==> src/rtl/bus_mem.sv <==
// Byte-bus memory slave with programmable wait states, address mirroring and out-of-range fill.
// Define MEM_LOADER_EN to add the ld_* backdoor loader, which has priority over bus accesses.
module bus_mem #(
  parameter int              ADDR_W      = 16,
  parameter int              DATA_W      = 8,
  parameter int              DEPTH       = 16,
  parameter int              WAIT_CYCLES = 0,
  parameter int              MIRROR      = 1,
  parameter logic [DATA_W-1:0] FILL      = DATA_W'(8'hFF)
) (
  input  logic              clk,
  input  logic              rst,
  input  logic              m_req,
  input  logic              m_wr,
  input  logic [ADDR_W-1:0] m_addr,
  input  logic [DATA_W-1:0] m_outdata,
  output logic [DATA_W-1:0] m_indata,
  output logic              m_wait,
  output logic              m_err
`ifdef MEM_LOADER_EN
  ,
  input  logic              ld_we,
  input  logic [ADDR_W-1:0] ld_addr,
  input  logic [DATA_W-1:0] ld_data
`endif
);

  typedef enum logic {IDLE, BUSY} state_t;

  localparam int                IDX_W   = (DEPTH > 1) ? $clog2(DEPTH) : 1;
  localparam logic [7:0]        WAIT_M1 = (WAIT_CYCLES > 0) ? 8'(WAIT_CYCLES - 1) : 8'd0;
  localparam logic [ADDR_W-1:0] DEPTH_A = ADDR_W'(DEPTH);

  logic [DATA_W-1:0] mem [DEPTH];

  state_t            state;
  logic [7:0]        cnt;
  logic [ADDR_W-1:0] lat_addr;
  logic              lat_wr;
  logic [DATA_W-1:0] lat_wdata;

  logic              ld_hold;
  logic              due, acc;
  logic [ADDR_W-1:0] acc_addr;
  logic              acc_wr;
  logic [DATA_W-1:0] acc_wdata;
  logic              in_range;
  logic [IDX_W-1:0]  idx;

`ifdef MEM_LOADER_EN
  logic             ld_wr;
  logic [IDX_W-1:0] ld_idx;
  assign ld_hold = ld_we;
  // Loader addresses follow the bus rules: mirrored, or dropped when out of range.
  assign ld_wr   = ld_we && ((MIRROR != 0) || (ld_addr < DEPTH_A));
  assign ld_idx  = ld_addr[IDX_W-1:0];
`else
  assign ld_hold = 1'b0;
`endif

  // 'due' marks an access edge; a loader write on that edge pushes the access out one cycle.
  assign due = ((state == IDLE) && m_req && (WAIT_CYCLES == 0)) ||
               ((state == BUSY) && (cnt == 8'd0));
  assign acc = due && !ld_hold;

  assign m_wait = ((state == IDLE) && m_req && (WAIT_CYCLES != 0)) ||
                  ((state == BUSY) && (cnt != 8'd0)) ||
                  (due && ld_hold);

  assign acc_addr  = (state == BUSY) ? lat_addr  : m_addr;
  assign acc_wr    = (state == BUSY) ? lat_wr    : m_wr;
  assign acc_wdata = (state == BUSY) ? lat_wdata : m_outdata;
  assign in_range  = (MIRROR != 0) || (acc_addr < DEPTH_A);
  assign idx       = acc_addr[IDX_W-1:0];

  // Storage has no reset so contents survive rst and can be preloaded under reset.
  always_ff @(posedge clk) begin
`ifdef MEM_LOADER_EN
    if (ld_wr)
      mem[ld_idx] <= ld_data;
    else
`endif
    if (rst && acc && acc_wr && in_range)
      mem[idx] <= acc_wdata;
  end

  always_ff @(posedge clk) begin
    if (!rst) begin
      state     <= IDLE;
      cnt       <= 8'd0;
      m_indata  <= '0;
      m_err     <= 1'b0;
      lat_addr  <= '0;
      lat_wr    <= 1'b0;
      lat_wdata <= '0;
    end else begin
      m_err <= 1'b0;
      if (acc) begin
        if (!acc_wr) m_indata <= in_range ? mem[idx] : FILL;
        m_err <= !in_range;
      end
      case (state)
        IDLE: begin
          if (m_req && (WAIT_CYCLES != 0)) begin
            lat_addr  <= m_addr;
            lat_wr    <= m_wr;
            lat_wdata <= m_outdata;
            cnt       <= WAIT_M1;
            state     <= BUSY;
          end
        end
        BUSY: begin
          if (cnt != 8'd0) cnt <= cnt - 8'd1;
          else if (!ld_hold) state <= IDLE;
        end
        default: state <= IDLE;
      endcase
    end
  end

endmodule
==> config.mk <==
export PLATFORM = sky130hd
export DESIGN_NAME = bus_mem
export DESIGN_NICKNAME = d
export VERILOG_FILES = /design/src/rtl/bus_mem.sv
export SDC_FILE = /design/constraint.sdc
export NUM_CORES = 1
export LEC_CHECK = 0
export BUFFER_PORTS_ARGS = -buffer_cell sky130_fd_sc_hd__buf_4
export CAP_MARGIN = 20
export CORE_MARGIN = 2
export CORE_UTILIZATION = 55
export CTS_CLUSTER_DIAMETER = 200
export CTS_CLUSTER_SIZE = 10
export DETAILED_ROUTE_END_ITERATION = 10
export PLACE_DENSITY_LB_ADDON = 0.12
export SYNTH_ARGS = -nofsm -noshare
export SYNTH_HDL_FRONTEND = slang
export SYNTH_SLANG_ARGS = --single-unit
==> constraint.sdc <==
create_clock -name clk -period 2.4 [get_ports clk]
set_input_delay 0.48 -clock clk [delete_from_list [all_inputs] [get_ports clk]]
set_output_delay 0.48 -clock clk [all_outputs]
set_load 0.05 [all_outputs]
Word level (Yosys, flattened, before mapping):

Memories as Yosys holds them, arrays and structs flattened. A register that Yosys moved wholly into a read port is not among the register bits.
Index checks and enable logic that the tools add are counted.

* RAM bits: 128
* word-level logic and storage cells: 24
* input port bits: 28
* register bits: 9
* memories: 1

Memory list
* mem: depth 16, bits a word 8, read ports 1, clocked after memory_dff 1, write ports 1, RTL line 34 `logic [DATA_W-1:0] mem [DEPTH];`

* reduce and logical (&&, ||, !) cells: 12
* muxes and demuxes: 6
* bitwise logic cells: 2
* add/sub/neg operators: 1

Operators with widths (number)
* logical NOT 8 bit: 1
* 2-to-1 mux 8 bit: 1
* nonzero test 8 bit: 1
* subtractor 8 x 1 -> 8 bit (second input constant): 1
* AND reduction 2 bit: 3
* logical AND 1 bit: 5
* 2-to-1 mux 1 bit: 4
* 2-to-1 mux 4 bit: 1
* inverter 1 bit: 2
* logical NOT 1 bit: 1
* logical OR 1 bit: 1

Logic depth before layout (Yosys ltp):

Gate-level depths: netlist of the first run.

* depth in word-level cells: 7
* gate-level depth with buffers: 8

Worst setup path before layout of the first run:

Ideal clock, no wire load.

* path kind: input to register
* start point: in m_addr[0]
* end point: mem mem[12][0], enable pin
* cell stages on the path: 6
* slack: 0.368 ns
* setup time: 0.370 ns
* arrival time: 1.661 ns
* cell sequence: buf_2 -> buf_4 -> buf_2 -> nor2_1 -> nand2_1 -> nor2_1

* cells in the longest elaborated chain, start to end: 1

Ends and longest elaborated chain
* from (decl): RTL line 15 `input logic [ADDR_W-1:0] m_addr,`
* 2-to-1 mux 4 bit: RTL line 70 `assign acc_addr = (state == BUSY) ? lat_addr : m_addr;`
* to (decl): RTL line 34

No other way between the ends.

Final worst setup path of the first run:

* start point: reg cnt[1]
* end point: out m_wait

* cells in the longest elaborated chain, start to end: 2

Ends and longest elaborated chain
* from (decl): RTL line 37 `logic [7:0] cnt;`
* from (signal assigned): RTL line 113 `if (cnt != 8'd0) cnt <= cnt - 8'd1;`
* nonzero test 8 bit: RTL line 67 `((state == BUSY) && (cnt != 8'd0)) ||`
* logical AND 1 bit: RTL line 67
* to (decl): RTL line 18 `output logic m_wait,`

No other way between the ends.

==> results of run 1 <==
## metrics by stage
stage | std cells | hold WS (ps)
final | 604 | 286
after global routing | 604 | 282
after CTS | 600 | 266
after detailed placement | 566 | 518
after global placement | 566 | 501
after floorplan | 392 | 489
## final cells by class
cell class	count	area, sq um	area share [%]
Inverter	7	26.3	0.372
Timing Repair Buffer	68	514	7.28
Clock inverter	15	183	2.58
Multi-Input combinational cell	216	1580	22.3
Tap cell	136	170	2.41
Sequential cell	145	4180	59.2
Clock buffer	17	414	5.86
## kinds of logic (layout without fill, tap and decap cells)
family	count (synthesis)	in the layout	share of synthesized area [%]
AOI/OAI and AO/OA	84	84	10.9
xor gates and xnor gates	6	6	0.892
adders and majority gates	2	2	0.424
buffers and inverters	31	107	2.63
DFF	145	145	71.0
muxes	39	39	6.88
other	1	1	0.0636
and+or+nand+nor	84	84	7.26
## cells in the mapped netlist, drive strengths merged, types with 2 or more instances
library cell / number
edfxtp: 128
mux2i: 36
nor2: 25
buf: 18
a221oi: 17
dfxtp: 17
nand2: 17
a211oi: 16
nor2b: 14
a21oi: 11
o21ai: 9
and2: 7
inv: 7
clkbuf: 6
nand3: 6
o221ai: 6
xor2: 5
a2111oi: 4
a22oi: 4
a31oi: 3
nor3: 3
or3: 3
a32oi: 2
ha: 2
mux2: 2
nor4: 2
o21a: 2
o32ai: 2
or2b: 2
## worst reg2reg max path: cells and delay by family, from the launching register on
kind / cells / cell delay (ps)
buffers and inverters: 3 / 560
AND/OR/NAND/NOR: 2 / 350
flip-flops: 1 / 400
AO/OA/AOI/OAI: 3 / 740
## state kept, by name, indices dropped and copies added (netlist names)
signal    count
mem         128
m_indata      8
state         1
cnt           8
## worst max path at each step
stage                             start                       end  slack (ps)  cells past startpoint
floorplan                     m_addr[0]      mem[12][0]$_DFFE_PP_         370                      6
global placement              m_addr[0]  m_indata[4]$_SDFFE_PN0P_        -190                      8
detailed placement            m_addr[0]  m_indata[4]$_SDFFE_PN0P_        -200                      8
CTS                 cnt[1]$_SDFFE_PN0P_                    m_wait          20                      6
global route        cnt[1]$_SDFFE_PN0P_                    m_wait          10                      6
finish              cnt[1]$_SDFFE_PN0P_                    m_wait          80                      6
## where the power goes
group | internal, W | leakage [nW] | switching, W
clock | 0.00159 | 0.285 | 0.00103
sequential | 0.00277 | 1.29 | 0.00000866
combinational | 0.000125 | 0.975 | 0.000226
total | 0.00448 | 2.55 | 0.00127
## what timing repair did
| action | in CTS | in global routing |
|---|---|---|
| resized for setup | 3 | 3 |
| pin swaps | 1 | 0 |
| setup buffers | 2 | 1 |
| setup endpoints to repair | 1 | 3 |
| gates cloned | 0 | 0 |
## metal layers
layer	GRT usage (%)	vias to the layer above	wire, microns
met5	0	-	0
met4	9.34	0	360
li1	-	1667	-
met3	6.60	31	999
met2	38.1	164	6410
met1	32.3	1819	5370
==> impl_metrics.py, run 1 <==
metrics = {
    "outcome": {
        "status": "finished, final reports clean",
    },
    "setup_path": {
        "max_stage_delay_ps": 320,
        "crit_chain": "inv_1 > ha_1 > nor4b_4 > nand2_2 > o21a_4 > buf_4",
        "reg2regPathDepth": 8,
        "regToRegSetupSlack_ps": 190,
        "critical_path_class": "register to primary output",
        "crit-reg2reg-capture": "m_indata[0]$_SDFFE_PN0P_",
        "crit_slowest_cell": "dfxtp_1",
        "startpoint_type": "register",
        "crit_arrival_ps": 1840,
        "crit_required_ps": 1920,
        "path_max_fanout": 5,
        "endpoint_kind": "primary output",
        "worstReg2RegStart": "state$_SDFF_PN0_",
        "cp_num_buf_inv": 2,
        "cp_top_family": "simple AND/OR/NAND/NOR gates",
    },
    "cells_and_area": {
        "final_nets": 485,
        "num-fill-cells": 730,
        "final_common_cell": "edfxtp_1",
        "final_cell_mix": "edfxtp_1 (128), buf_4 (67), mux2i_1 (36)",
        "drive_above_1_share_pct": 23.5,
        "syn2layout_area_growth_pct": 19.9,
        "utilization_pct": 68.1,
        "antenna_cells": 0,
        "design_area_sq_um": 7070,
    },
    "floorplanning": {
        "coreArea_sq_um": 10400,
        "die_area_sq_um": 11600,
        "die_x_microns": 108,
        "num_io_pins": 38,
        "fp-row-count": 37,
        "dieHeight_microns": 108,
        "start_util_pct": 56.8,
    },
    "yosys": {
        "synthDistinctLibCells": 53,
        "synth-seq-cells": 145,
        "syn_nets": 422,
        "syn_area_sq_um": 5890,
        "ys_top_cells_by_area": "edfxtp_1 (65%), mux2i_1 (6.1%), dfxtp_1 (5.8%)",
        "synth_top_area_share_pct": 65.2,
        "synth_area_per_cell_sq_um": 15.0,
        "ys_seq_area_share_pct": 71.0,
        "synth-edff-count": 128,
        "async_flop_share_pct": 0,
        "synth_largest_area_cell": "edfxtp_1",
        "ys_warn_count": 0,
        "netlist_instances": 392,
        "ys.flop_type": "edfxtp_1",
    },
    "sta": {
        "slew_viol_final": 0,
        "relSlewSlack_pct": 29.0,
        "finalClockSkew_ps": 5.83,
        "finalHoldViolCount": 0,
        "worst_slew_pin_slew_ps": 1060,
        "setup_ws_ps": 84.6,
        "finalSetupViolCount": 0,
        "fmax_mhz": 432,
        "fin_crit_sh_pct": 96.5,
        "final.setup.tns_ps": 0,
        "period_needed_ps": 2320,
        "rsz0062_at_grt": "no",
    },
    "worst_hold_path": {
        "holdPathEnd": "cnt[1]$_SDFFE_PN0P_",
        "min_path_type": "primary input to register",
        "holdPathStages": 2,
        "min_from": "rst",
    },
    "clock_network": {
        "clock_sinks": 145,
        "cts_max_level": 4,
        "clockBufferDepth": 2,
        "cts_hold_buf": 0,
        "clk_latency_ps": 530,
        "tritoncts": "built",
        "clock_tree.root_cell": "clkbuf_8",
        "clk_pin_slew_worst_paths_ps": 60,
        "numCtsBuffers": 17,
    },
    "global_routing": {
        "grt_overflow_total": 0,
        "grt_antenna_before_repair": 0,
        "grt_pass1_vias": 3521,
        "grt_usage_pct": 24.2,
        "grt_max_degree": 25,
        "grt_pass1_wl_microns": 19900,
    },
    "placement": {
        "dp_hpwl_microns": 8530,
        "placed_cell_area_sq_um": 6400,
        "place_congestion": 0.874,
        "preCtsSetupSlack_ps": -197,
        "port_buffers": 24,
    },
    "detailed_routing": {
        "drt-initial-drc-count": 393,
        "wl_microns": 13100,
        "via_count": 3681,
        "drt-vias-per-instance": 6.09,
        "detail_route.wl_per_cell_microns": 21.8,
        "ant_nets": 0,
        "remaining_drc_errors": 0,
        "dr.pass1.iters": 5,
    },
    "pwr": {
        "power.total_w": 0.00575,
        "leakagePower_nw": 2.55,
        "irDropWorstVdd_mv": 0.481,
        "powerDensity_nw_per_um2": 814,
    },
    "flow_run": {
        "maxCapViolCount": 0,
    },
}
(Power assumes the default switching activity.)
==> inputs of run 2 (changes only) <==
--- a/config.mk
+++ b/config.mk
@@ -5,7 +5,7 @@
 export SDC_FILE = /design/constraint.sdc
 export NUM_CORES = 1
 export LEC_CHECK = 0
-export BUFFER_PORTS_ARGS = -buffer_cell sky130_fd_sc_hd__buf_4
+export BUFFER_PORTS_ARGS = -buffer_cell sky130_fd_sc_hd__buf_2
 export CAP_MARGIN = 20
 export CORE_MARGIN = 2
 export CORE_UTILIZATION = 55
@@ -16,3 +16,4 @@
 export SYNTH_ARGS = -nofsm -noshare
 export SYNTH_HDL_FRONTEND = slang
 export SYNTH_SLANG_ARGS = --single-unit
+export TNS_END_PERCENT = 5
==> run 2 against run 1 <==
  * Critical path depth is the same
  * Worst setup slack improved by 3.6 ps
  * Register-to-register slack lost 60 ps
  * Combinational power is 2% lower
  * Die area unchanged
  * Clock power down 12%
  * Fmax grew 0.16%
  * First-iteration DRC count shrank 8.9%
  * Global-route usage is essentially flat
  * Sequential power is essentially flat
  * Final area down 0.87%
  * Critical path type unchanged
  * Critical endpoint unchanged
  * Largest cell class unchanged
==> impl_metrics.py, run 2 (synthesized netlist as in run 1, its figures left out) <==
metrics = {
    "global_routing": {
        "grt_usage_pct": 24.2,
        "grt_overflow_total": 0,
        "grt_max_degree": 23,
        "grt_pass1_wl_microns": 20000,
        "grt_antenna_before_repair": 0,
        "grt_pass1_vias": 3493,
    },
    "detailed_routing": {
        "remaining_drc_errors": 0,
        "detail_route.wl_per_cell_microns": 21.2,
        "drt-vias-per-instance": 5.97,
        "via_count": 3662,
        "drt-initial-drc-count": 358,
        "ant_nets": 0,
        "dr.pass1.iters": 5,
        "wl_microns": 13000,
    },
    "floorplanning": {
        "start_util_pct": 56.8,
        "fp-row-count": 37,
        "die_x_microns": 108,
        "die_area_sq_um": 11600,
        "coreArea_sq_um": 10400,
        "dieHeight_microns": 108,
        "num_io_pins": 38,
    },
    "cells_and_area": {
        "antenna_cells": 0,
        "multi_input_area_sq_um": 1560,
        "num-fill-cells": 729,
        "final_cell_mix": "edfxtp_1 (128), buf_4 (52), mux2i_1 (36)",
        "regMostFlops": "mem",
        "largest_reg_flops": 128,
        "final_nets": 494,
        "syn2layout_area_growth_pct": 18.8,
        "reg_top3": "mem (128), cnt (8), m_indata (8)",
        "stdcell_count": 613,
        "final_common_cell": "edfxtp_1",
        "drive_above_1_share_pct": 24.7,
        "seqCellArea_sq_um": 4180,
    },
    "placement": {
        "preCtsSetupSlack_ps": 107,
        "place_congestion": 0.897,
        "placed_cells": 577,
        "port_buffers": 24,
        "dp_hpwl_microns": 8660,
    },
    "pwr": {
        "power.total_w": 0.00543,
        "leakagePower_nw": 2.54,
        "powerDensity_nw_per_um2": 774,
        "irDropWorstVdd_mv": 0.534,
    },
    "flow_run": {
        "maxCapViolCount": 0,
    },
    "outcome": {
        "status": "finished, final reports clean",
    },
    "clock_network": {
        "clockBufferDepth": 2,
        "cts_max_level": 4,
        "clock_tree.root_cell": "clkbuf_8",
        "clk_pin_slew_worst_paths_ps": 60,
        "numCtsBuffers": 17,
        "tritoncts": "built",
        "clk_latency_ps": 520,
        "clock_sinks": 145,
    },
    "setup_path": {
        "endpoint_kind": "primary output",
        "crit_chain": "inv_1 > ha_1 > nor4b_4 > nand2_1 > o21a_2 > buf_6",
        "path_max_fanout": 5,
        "crit_slowest_cell": "dfxtp_1",
        "startpoint_type": "register",
        "critical_path_class": "register to primary output",
        "max_stage_delay_ps": 320,
        "crit_arrival_ps": 1830,
        "crit_required_ps": 1920,
    },
    "sta": {
        "slew_viol_final": 0,
        "worst_slew_pin_slew_ps": 840,
        "hold_slack_ps": 334,
        "relSlewSlack_pct": 44.0,
        "fmax_mhz": 433,
        "setup_ws_ps": 88.2,
        "finalSetupViolCount": 0,
        "finalClockSkew_ps": 8.02,
        "final.setup.tns_ps": 0,
        "period_needed_ps": 2310,
        "fin_crit_sh_pct": 96.3,
        "finalHoldViolCount": 0,
    },
    "worst_hold_path": {
        "min_path_type": "primary input to register",
    },
}
[run 2: cell count changes in the layout (fill, tap and decap cells not counted), sizes merged]
| cell | before | now |
|---|---|---|
| bufinv | 3 | 0 |
| clkinvlp | 2 | 6 |
| clkinv | 6 | 5 |
| buf | 68 | 77 |
[run 2: repair_timing]
action	4_1_cts	5_1_grt
pin swaps	1	0
buffers inserted	1	1
endpoints found under the setup margin	1	1
hold buffers	0	0
resized for setup	2	2
[run 2: stage by stage]
stage          cell area [sq um]  utilization [%]
6_report                    7010             67.6
3_5_place_dp                6440             62.1
4_1_cts                     6980             67.3
3_3_place_gp                6420             61.9
5_1_grt                     7010             67.6
2_1_floorplan               5890                -
[run 2: layout make-up]
class / instances / area share [%]
Sequential cell: 145 / 59.7
Multi-Input combinational cell: 216 / 22.3
Timing Repair Buffer: 77 / 7.66
Clock buffer: 17 / 5.91
Tap cell: 136 / 2.43
Clock inverter: 15 / 1.57
Inverter: 7 / 0.375
[run 2: per-layer routing]
metal	part of all wire [%]	global-route usage, %	vias to the layer above
met4	1.9	7.51	0
met5	0	0	-
met2	49	37.9	167
met1	43	34.2	1791
met3	6.8	5.51	21
li1	-	-	1683
[run 2: path summary, 6_finish.rpt]
check                                start                        to  slack [ps]  cells after the start
setup / recovery       cnt[1]$_SDFFE_PN0P_                    m_wait          90                      6
hold / removal                         rst       cnt[1]$_SDFFE_PN0P_         330                      2
setup reg to reg          state$_SDFF_PN0_  m_indata[4]$_SDFFE_PN0P_         130                      7
hold reg to reg   m_indata[0]$_SDFFE_PN0P_  m_indata[0]$_SDFFE_PN0P_         520                      2
[run 2: where the power goes]
part | switching [W] | total [W] | leakage, nW | internal, W
combinational | 0.000226 | 0.000344 | 1.01 | 0.000119
sequential | 0.00000801 | 0.00277 | 1.29 | 0.00277
clock | 0.00103 | 0.00231 | 0.239 | 0.00127
total | 0.00127 | 0.00543 | 2.54 | 0.00416
[run 2: critical path, delay by kind of cell (launching register included)]
kind | cells | cell delay [ps]
AOI/OAI and AO/OA | 1 | 250
adders and majority gates | 1 | 160
buffers and inverters | 2 | 230
DFF | 1 | 320
and+or+nand+nor | 2 | 340
